## src/rtl/bus_pkg.sv

```systemverilog
`default_nettype none
// ============================================================================
// Module      : bus_pkg
// Description : Shared types and constants for the bank-select bus decoder.
// Revision    : 1.0 - initial release
// ============================================================================
package bus_pkg;

    typedef enum logic [1:0] {
        ST_IDLE   = 2'd0,
        ST_ACTIVE = 2'd1,
        ST_RESP   = 2'd2
    } state_t;

    localparam int unsigned C_ADDR_W = 32;
    localparam int unsigned C_DATA_W = 32;
    localparam int unsigned C_SEL_W  = C_DATA_W / 8;

    localparam logic [7:0] C_BANK_RAM   = 8'h00;
    localparam logic [7:0] C_BANK_LED   = 8'h01;
    localparam logic [7:0] C_BANK_VIDEO = 8'h02;
    localparam logic [7:0] C_BANK_UART  = 8'h03;

    localparam logic [31:0] C_DEFAULT_SLV_BANK =
        {C_BANK_UART, C_BANK_VIDEO, C_BANK_LED, C_BANK_RAM};

    // Slave index width, never below one bit so a single-slave build still has a port.
    function automatic int unsigned idx_width(input int unsigned n);
        return (n > 1) ? $clog2(n) : 1;
    endfunction

endpackage
`default_nettype wire

```

## src/rtl/bus_addr_match.sv

```systemverilog
`default_nettype none
// ============================================================================
// Module      : bus_addr_match
// Description : Combinational bank-ID comparator; lowest matching slave wins.
// Revision    : 1.0 - initial release
// ============================================================================
module bus_addr_match
    import bus_pkg::*;
#(
    parameter int unsigned            NSLV     = 4,
    parameter int unsigned            BANK_W   = 8,
    parameter logic [NSLV*BANK_W-1:0] SLV_BANK = C_DEFAULT_SLV_BANK,
    parameter int unsigned            IDX_W    = idx_width(NSLV)
) (
    input  logic [BANK_W-1:0] i_bank,
    output logic              o_hit,
    output logic [IDX_W-1:0]  o_idx
);

    // Scan from the top so the lowest matching index overwrites any higher one.
    always_comb begin
        o_hit = 1'b0;
        o_idx = '0;
        for (int k = NSLV - 1; k >= 0; k--) begin
            if (i_bank == SLV_BANK[k*BANK_W +: BANK_W]) begin
                o_hit = 1'b1;
                o_idx = IDX_W'(k);
            end
        end
    end

endmodule
`default_nettype wire

```

## src/rtl/bus_decoder.sv

```systemverilog
`default_nettype none
// ============================================================================
// Module      : bus_decoder
// Description : Single-master to NSLV-slave decoder with timeout and error log.
// Revision    : 1.0 - initial release
// ============================================================================
module bus_decoder
    import bus_pkg::*;
#(
    parameter int unsigned            NSLV     = 4,
    parameter int unsigned            BANK_LSB = 24,
    parameter int unsigned            BANK_W   = 8,
    parameter logic [NSLV*BANK_W-1:0] SLV_BANK = C_DEFAULT_SLV_BANK,
    parameter int unsigned            TIMEOUT  = 255
) (
    input  logic                     clk,
    input  logic                     rst_ni,
    input  logic                     m_stb_i,
    input  logic                     m_we_i,
    input  logic [C_ADDR_W-1:0]      m_adr_i,
    input  logic [C_SEL_W-1:0]       m_sel_i,
    input  logic [C_DATA_W-1:0]      m_dat_i,
    output logic [C_DATA_W-1:0]      m_dat_o,
    output logic                     m_ack_o,
    output logic                     m_err_o,
    output logic [NSLV-1:0]          s_stb_o,
    output logic                     s_we_o,
    output logic [C_ADDR_W-1:0]      s_adr_o,
    output logic [C_SEL_W-1:0]       s_sel_o,
    output logic [C_DATA_W-1:0]      s_dat_o,
    input  logic [NSLV*C_DATA_W-1:0] s_dat_i,
    input  logic [NSLV-1:0]          s_ack_i,
    output logic [15:0]              err_cnt_o,
    output logic [C_ADDR_W-1:0]      err_adr_o
);

    localparam int unsigned IDX_W = idx_width(NSLV);

    state_t                r_state, w_next;
    logic                  r_we, r_ack, r_err;
    logic [C_ADDR_W-1:0]   r_adr, r_err_adr;
    logic [C_SEL_W-1:0]    r_sel;
    logic [C_DATA_W-1:0]   r_dat, r_rdat;
    logic [IDX_W-1:0]      r_idx, w_idx;
    logic [15:0]           r_cnt, r_err_cnt;
    logic                  w_hit, w_sel_ack, w_timeout;
    logic                  w_start, w_unmapped, w_done_ack, w_done_to;
    logic [NSLV-1:0]       w_stb;
    logic [C_DATA_W-1:0]   w_sel_dat, w_rd_masked;

    bus_addr_match #(
        .NSLV     (NSLV),
        .BANK_W   (BANK_W),
        .SLV_BANK (SLV_BANK),
        .IDX_W    (IDX_W)
    ) u_match (
        .i_bank (m_adr_i[BANK_LSB +: BANK_W]),
        .o_hit  (w_hit),
        .o_idx  (w_idx)
    );

    // Only the addressed slave's ack and data are visible; stray acks fall away here.
    always_comb begin
        w_stb     = '0;
        w_sel_ack = 1'b0;
        w_sel_dat = '0;
        for (int k = 0; k < NSLV; k++) begin
            if (r_idx == IDX_W'(k)) begin
                w_stb[k]  = (r_state == ST_ACTIVE);
                w_sel_ack = s_ack_i[k];
                w_sel_dat = s_dat_i[k*C_DATA_W +: C_DATA_W];
            end
        end
    end

    always_comb begin
        w_rd_masked = '0;
        for (int b = 0; b < C_SEL_W; b++) begin
            if (r_sel[b]) w_rd_masked[b*8 +: 8] = w_sel_dat[b*8 +: 8];
        end
    end

    assign w_timeout = (r_cnt == 16'(TIMEOUT - 1));

    always_comb begin
        w_next     = r_state;
        w_start    = 1'b0;
        w_unmapped = 1'b0;
        w_done_ack = 1'b0;
        w_done_to  = 1'b0;
        case (r_state)
            ST_IDLE: begin
                if (m_stb_i) begin
                    if (w_hit) begin
                        w_next  = ST_ACTIVE;
                        w_start = 1'b1;
                    end else begin
                        w_next     = ST_RESP;
                        w_unmapped = 1'b1;
                    end
                end
            end
            ST_ACTIVE: begin
                if (!m_stb_i) begin
                    w_next = ST_IDLE;
                end else if (w_sel_ack) begin
                    w_next     = ST_RESP;
                    w_done_ack = 1'b1;
                end else if (w_timeout) begin
                    w_next    = ST_RESP;
                    w_done_to = 1'b1;
                end
            end
            ST_RESP: w_next = ST_IDLE;
            default: w_next = ST_IDLE;
        endcase
    end

    always_ff @(posedge clk or negedge rst_ni) begin
        if (!rst_ni) begin
            r_state <= ST_IDLE;
            r_ack   <= 1'b0;
            r_err   <= 1'b0;
            r_cnt   <= '0;
        end else begin
            r_state <= w_next;
            r_ack   <= w_done_ack;
            r_err   <= w_unmapped | w_done_to;
            if (w_start)
                r_cnt <= '0;
            else if (r_state == ST_ACTIVE && m_stb_i && !w_sel_ack && !w_timeout)
                r_cnt <= r_cnt + 16'd1;
        end
    end

    always_ff @(posedge clk or negedge rst_ni) begin
        if (!rst_ni) begin
            r_we  <= 1'b0;
            r_adr <= '0;
            r_sel <= '0;
            r_dat <= '0;
            r_idx <= '0;
        end else if (r_state == ST_IDLE && m_stb_i) begin
            r_we  <= m_we_i;
            r_adr <= m_adr_i;
            r_sel <= m_sel_i;
            r_dat <= m_dat_i;
            r_idx <= w_idx;
        end
    end

    always_ff @(posedge clk or negedge rst_ni) begin
        if (!rst_ni) begin
            r_rdat    <= '0;
            r_err_cnt <= '0;
            r_err_adr <= '0;
        end else begin
            if (w_done_ack && !r_we) r_rdat <= w_rd_masked;
            // Unmapped accesses are logged in the same edge that latches the address.
            if (w_unmapped || w_done_to) begin
                if (r_err_cnt != 16'hFFFF) r_err_cnt <= r_err_cnt + 16'd1;
                r_err_adr <= w_unmapped ? m_adr_i : r_adr;
            end
        end
    end

    assign m_dat_o   = r_rdat;
    assign m_ack_o   = r_ack;
    assign m_err_o   = r_err;
    assign s_stb_o   = w_stb;
    assign s_we_o    = r_we;
    assign s_adr_o   = r_adr;
    assign s_sel_o   = r_sel;
    assign s_dat_o   = r_dat;
    assign err_cnt_o = r_err_cnt;
    assign err_adr_o = r_err_adr;

endmodule
`default_nettype wire

```

## config.mk

```make
export PLATFORM = sky130hd
export DESIGN_NAME = bus_decoder
export DESIGN_NICKNAME = d
export VERILOG_FILES = /design/src/rtl/bus_pkg.sv /design/src/rtl/bus_addr_match.sv /design/src/rtl/bus_decoder.sv
export SDC_FILE = /design/constraint.sdc
export NUM_CORES = 1
export LEC_CHECK = 0
export BUFFER_PORTS_ARGS = -buffer_cell sky130_fd_sc_hd__buf_4
export CORE_MARGIN = 4
export CORE_UTILIZATION = 43
export DETAILED_ROUTE_END_ITERATION = 10
export HOLD_SLACK_MARGIN = 0.05
export PLACE_DENSITY_LB_ADDON = 0.15
export REMOVE_ABC_BUFFERS = 1
export SLEW_MARGIN = 20
export SYNTH_ARGS = -nofsm -noshare
export SYNTH_HDL_FRONTEND = slang
export SYNTH_SLANG_ARGS = --single-unit
export TNS_END_PERCENT = 100
```

## constraint.sdc

```tcl
create_clock -name clk -period 2.1 [get_ports clk]
set_input_delay 0 -clock clk [delete_from_list [all_inputs] [get_ports clk]]
set_output_delay 0 -clock clk [all_outputs]
set_load 0.01 [all_outputs]
```

Word-level counts from Yosys, hierarchy flattened
Index checks and enable logic that the tools add are counted.

operators by class
  reductions and logical operators = 15
  $add $sub $neg = 2
  mux-type cells = 46
  equal/unequal tests = 11
  bitwise gates (word level) = 1

operators by type and width
  operator                                                                 count
  32-bit 2-to-1 mux                                                        5
  16-bit by 1-bit adder with 16-bit output (second input constant)         2
  16-bit 2-to-1 mux                                                        2
  8-bit 2-to-1 mux                                                         4
  1-bit 2-to-1 mux                                                         25
  2-bit 2-to-1 mux                                                         9
  16-bit by 8-bit equality test with 1-bit output (second input constant)  1
  8-bit by 2-bit equality test with 1-bit output (second input constant)   2
  16-bit != test (second input constant)                                   1
  8-bit by 1-bit equality test with 1-bit output (second input constant)   1
  8-bit logical NOT                                                        1
  1-bit logical AND                                                        5
  2-bit by 1-bit equality test with 1-bit output (second input constant)   2
  2-bit equality test (second input constant)                              2
  2-bit logical NOT                                                        2
  4-bit != test (second input constant)                                    1
  2-bit case mux with 2 select lines                                       1
  2-bit AND reduction                                                      2
  1-bit logical NOT                                                        3
  2-bit != test (second input constant)                                    1
  2-bit nonzero test                                                       1
  1-bit logical OR                                                         1
  1-bit OR                                                                 1

storage, ports and cells
  register bits after elaboration = 171
  bits of input ports = 204
  logic and storage cells = 87
  output and inout bits = 155

Depth between registers and ports, before layout
  depth after elaboration = 10
  depth in mapped cells = 9
  gate-level depth less buffers = 7

Modules after synthesis
From an unflattened synthesis, not the netlist that was laid out.

second synthesis, totals
  cell total of the unflattened synthesis = 664
  area, all modules = 7947.6 µm²

by module, submodules not included
  module          cells each  seq. area each (µm²)  area each (µm²)  times used
  bus_decoder     660         4279.1                7913.8           1
  bus_addr_match  4           0.0                   33.8             1

Worst setup path before layout
No wires, ideal clock.

  kind = register to register
  start point = reg r_state[1]
  end point = reg r_err_cnt[6] (netlist: err_cnt_o[6])
  cell stages (with the launch flop) = 9
  required time = 1.975 ns
  library setup time = 0.125 ns
  arrival time = 1.909 ns
  slack = 0.067 ns
  path buffers = 2
  clock period less this slack = 2.033 ns
  cells stage by stage = dfrtp_1 nor2_1 and2_1 clkbuf_1 and2_1 clkbuf_1 nor2_1 nor4b_1 mux2_2

between the ends
  cells in the longest elaborated chain, start to end = 4
  elaborated cells between the ends (all ways) = 6
  those cells by class = eq/ne: 1; mux: 2; reduce/logical: 3

ends and longest elaborated chain
  element                                                                                     RTL line            source
  from (decl)                                                                                 bus_decoder.sv:39   state_t r_state, w_next;
  from (signal assigned)                                                                      bus_decoder.sv:126  r_state <= w_next;
  2-bit by 1-bit equality test with 1-bit output / 2-bit logical NOT (equally long branches)  bus_decoder.sv:91   case (r_state)
  1-bit 2-to-1 mux                                                                            bus_decoder.sv:91
  1-bit logical OR *                                                                          bus_decoder.sv:160  if (w_unmapped || w_done_to) begin
  2-bit AND reduction (no line) *                                                             -
  to (signal assigned)                                                                        bus_decoder.sv:161  if (r_err_cnt != 16'hFFFF) r_err_cnt <= r_err_cnt + 16'd1;
  to (decl)                                                                                   bus_decoder.sv:45   logic [15:0] r_cnt, r_err_cnt;

Every way passes the cells marked *; elsewhere a longest branch is shown, timed or not.
A chain may end at the register's enable or synchronous reset.

Worst setup path after layout
  start point = reg r_idx[0]
  end point = reg r_err_adr[17] (netlist: err_adr_o[17])

between the ends
  cells in the longest elaborated chain, start to end = 9
  elaborated cells between the ends (all ways) = 12
  those cells by class = eq/ne: 3; mux: 7; reduce/logical: 2

ends and longest elaborated chain
  element                         RTL line            source
  from (decl)                     bus_decoder.sv:44   logic [IDX_W-1:0] r_idx, w_idx;
  from (signal assigned)          bus_decoder.sv:148  r_idx <= w_idx;
  2-bit logical NOT               bus_decoder.sv:68   if (r_idx == IDX_W'(k)) begin
  1-bit 2-to-1 mux (3 in series)  bus_decoder.sv:68
  1-bit 2-to-1 mux *              bus_decoder.sv:68
  1-bit 2-to-1 mux *              bus_decoder.sv:106  end else if (w_sel_ack) begin
  1-bit 2-to-1 mux *              bus_decoder.sv:104  if (!m_stb_i) begin
  1-bit 2-to-1 mux *              bus_decoder.sv:91
  1-bit logical OR *              bus_decoder.sv:160
  to (signal assigned)            bus_decoder.sv:162  r_err_adr <= w_unmapped ? m_adr_i : r_adr;
  to (decl)                       bus_decoder.sv:41   logic [C_ADDR_W-1:0] r_adr, r_err_adr;

Marks and branches as above.

==> key figures <==
Clocking
  • CTS clock-pin slew for the worst setup and hold paths: 0.07 ns
  • TritonCTS Buffers: 17
  • CTS Sinks: 171
  • Root buffer selected by CTS: clkbuf_16
  • CTS H-Tree Depth: 4
  • Clock Latency Late Sink: 0.42 ns
  • Clk buf depth: 2
  • CTS tree: yes

Floorplanning
  • CORE AREA: 0.01802 mm2
  • Die width: 143.5 um
  • Rows: 49
  • Starting density of the core: 0.4383
  • DIE AREA: 0.02061 mm2
  • Die Ht: 143.5 um
  • I/O pins: 359

Pwr
  • VDD IR-drop max: 0.0005725 V
  • Pwr Density: 681.1 mW/mm2
  • Final Power: 0.009243 W
  • Leak: 7.071 nW

Critical path
  • Register-to-register path setup slack: -0.04 ns
  • Crit. End Element: flip-flop
  • Worst path required time: 2.36 ns
  • Worst Setup Start Kind: flip-flop
  • FF-to-FF End: err_adr_o[17]$_DFFE_PN0P_
  • Crit path kind: reg2reg
  • Critical Path Fanout Max: 31
  • R2R depth: 7
  • Reg-to-Reg Start: r_idx[0]$_DFFE_PN0P_
  • CP Data Arrival Time: 2.40 ns

Global route
  • Wire length of the first global-routing pass: 49100 um
  • Total track usage: 0.3101
  • Met1 Use GR: 0.3461
  • M2 GR Usage: 0.5181
  • GR Layer Usage met3: 0.09285
  • Grt total ovfl: 0
  • Largest net degree at the start of global routing: 66
  • Initial antenna violation count: 5
  • Layer with the highest usage: met2
  • Vias in the first global route: 8924

Drt
  • DR WL/cell: 20.58 um
  • Initial drt markers: 540
  • Post-DRT Antenna Nets: 0
  • DRC viols: 0
  • Final WL: 32930 um
  • DR vias: 8478
  • Drt pass-1 iters: 5
  • Via density: 5.299

Synth
  • Synth cell types: 40
  • Count leader, synth: nand2_1
  • Largest area contributor in the netlist: dfrtp_1
  • Area contributors post-synth: dfrtp_1, nand2_1, mux4_2
  • Post-synthesis sequential area ratio: 0.5417
  • Post-synthesis average cell area: 9.887 um2
  • Post-Syn Instances: 799
  • Post-synth EDFFs: 0
  • Asr flop ratio synth: 1.000
  • Ys Warns: 0
  • Synth Flop Type: dfrtp_1
  • Post-synthesis register bit count: 171
  • Synth top cells by count: nand2_1, dfrtp_1, nand3_1
  • Synth Cell Area: 0.007900 mm2
  • Yosys top cell area share: 0.5417

Hold path
  • Worst Hold Class: in2reg
  • WHS Endpoint: m_dat_o[10]$_DFFE_PN0P_
  • Cells on Worst Hold Path: 4
  • HP Start: s_dat_i[42]

Placement
  • DP Wirelength: 19440 um
  • Placed cell count: 1375
  • Buffers on Ports: 358
  • RePlAce Congestion: 0.9076

Timing
  • Final min period: 2.141 ns
  • FMAX: 467.1 MHz
  • Slack of the critical path: -0.04088 ns
  • Hold Violations, Final: 0
  • Worst Clk Skew: 0.009125 ns
  • Slew margin rel.: 0.5429
  • Final setup fails: 1
  • Post-route setup TNS: -0.04088 ns
  • RSZ-0062 raised after global routing: true
  • Final period util: 1.019
  • Fin. max-slew vios: 0
  • Worst slew pin tran: 0.6857 ns

Finish
  • Layout Area Growth over Synthesis: 71.79%
  • Share of layout cells above drive strength 1: 0.3553
  • Layout Cells excl Fill: 1600
  • Final nets: 1560
  • Number of fill cells: 1166

Run
  • Max-cap viol count: 0

Status
  • Outcome: complete, but fails checks
  • Failing checks: setup timing
## cells by family after synthesis
family | count (synthesis) | synth area share
AND/OR/NAND/NOR | 435 | 0.2306
multiplexers | 68 | 0.1387
adder cells (fa/ha/maj) | 3 | 0.004752
flip-flops | 171 | 0.5417
buffers and inverters | 54 | 0.02693
AO/OA/AOI/OAI | 46 | 0.03294
XOR/XNOR | 22 | 0.02439
## critical path: stages, from the launching register on
cell     delay [ns]
dfrtp_2        0.37
mux4_2         0.53
nor2_2         0.12
buf_4          0.12
nand3_2        0.12
buf_12         0.22
mux2i_2        0.32
o21ai_0        0.15
## worst max-delay path by stage
| stage | startpoint | end | slack, ns | cells after the start |
|---|---|---|---|---|
| after floorplan | r_idx[0]$_DFFE_PN0P_ | err_cnt_o[9]$_DFFE_PN0P_ | -2.36 | 6 |
| after global placement | r_idx[0]$_DFFE_PN0P_ | r_cnt[11]$_DFFE_PN0P_ | 0.004 | 6 |
| after detailed placement | r_idx[0]$_DFFE_PN0P_ | r_cnt[15]$_DFFE_PN0P_ | -0.08 | 6 |
| after CTS | r_idx[0]$_DFFE_PN0P_ | err_cnt_o[6]$_DFFE_PN0P_ | 0.0009 | 6 |
| after global routing | r_idx[0]$_DFFE_PN0P_ | err_adr_o[17]$_DFFE_PN0P_ | -0.15 | 7 |
| final | r_idx[0]$_DFFE_PN0P_ | err_adr_o[17]$_DFFE_PN0P_ | -0.04 | 7 |
## sequential cells by signal, summed over array words and instances, names as in the netlist
register,count
err_adr_o,32
m_dat_o,32
s_adr_o,32
s_dat_o,32
err_cnt_o,16
r_cnt,16
s_sel_o,4
r_idx,2
r_state,2
m_ack_o,1
m_err_o,1
s_we_o,1
## placed cells by master (no fill, tap or decap), types with 6 or more instances in the layout
master and n:
buf_4 391, clkbuf_16 17, dfrtp_1 170, diode_2 6, dlygate4sd3_1 187, inv_1 7
inv_6 6, mux2i_1 32, mux4_2 33, nand2_1 322, nand3_1 44, nand4_1 6
nor2_1 22, nor3_1 6, o21ai_0 35, xnor2_1 12, xor2_1 10
## power by group
group,internal [W],switching [W]
Clock,0.00177,0.00138
Sequential,0.00364,0.000280
Combinational,0.00118,0.000995
Total,0.00659,0.00265
## per-layer routing
layer / wire, um / vias to the layer above
met4: 2187 / 4
met2: 16390 / 519
met1: 11440 / 4029
met3: 2891 / 152
met5: 24 / -
li1: - / 3774
## area by class of cell
type | count | area (um2) | share of cell area
Antenna cell | 6 | 15.01 | 0.001106
Inverter | 7 | 26.28 | 0.001936
Multi-Input combinational cell | 574 | 3500 | 0.2579
Clock inverter | 14 | 160.2 | 0.01180
Clock buffer | 17 | 425.4 | 0.03134
Tap cell | 229 | 286.5 | 0.02111
Timing Repair Buffer | 582 | 4878 | 0.3595
Sequential cell | 171 | 4280 | 0.3154
## repair_timing
action / CTS / global route
buffers inserted: 0 / 1
endpoints found under the setup margin: 4 / 22
hold buffers: 187 / 0
gates resized for setup: 4 / 11
endpoints found under the hold margin: 227 / 0
pin swaps: 0 / 3
## per-stage QoR
step,area (um2),hold WS (ns),utilization,setup slack (ns)
4_1_cts,13490,0.05128,0.7484,0.0009031
3_5_place_dp,11010,0.05108,0.6110,-0.07542
6_report,13570,0.07374,0.7530,-0.04088
3_3_place_gp,11010,0.04935,0.6110,0.004341
5_1_grt,13570,0.06512,0.7527,-0.1541
2_1_floorplan,7714,-0.2956,-,-2.359
Power figures use the tool's default switching activity.
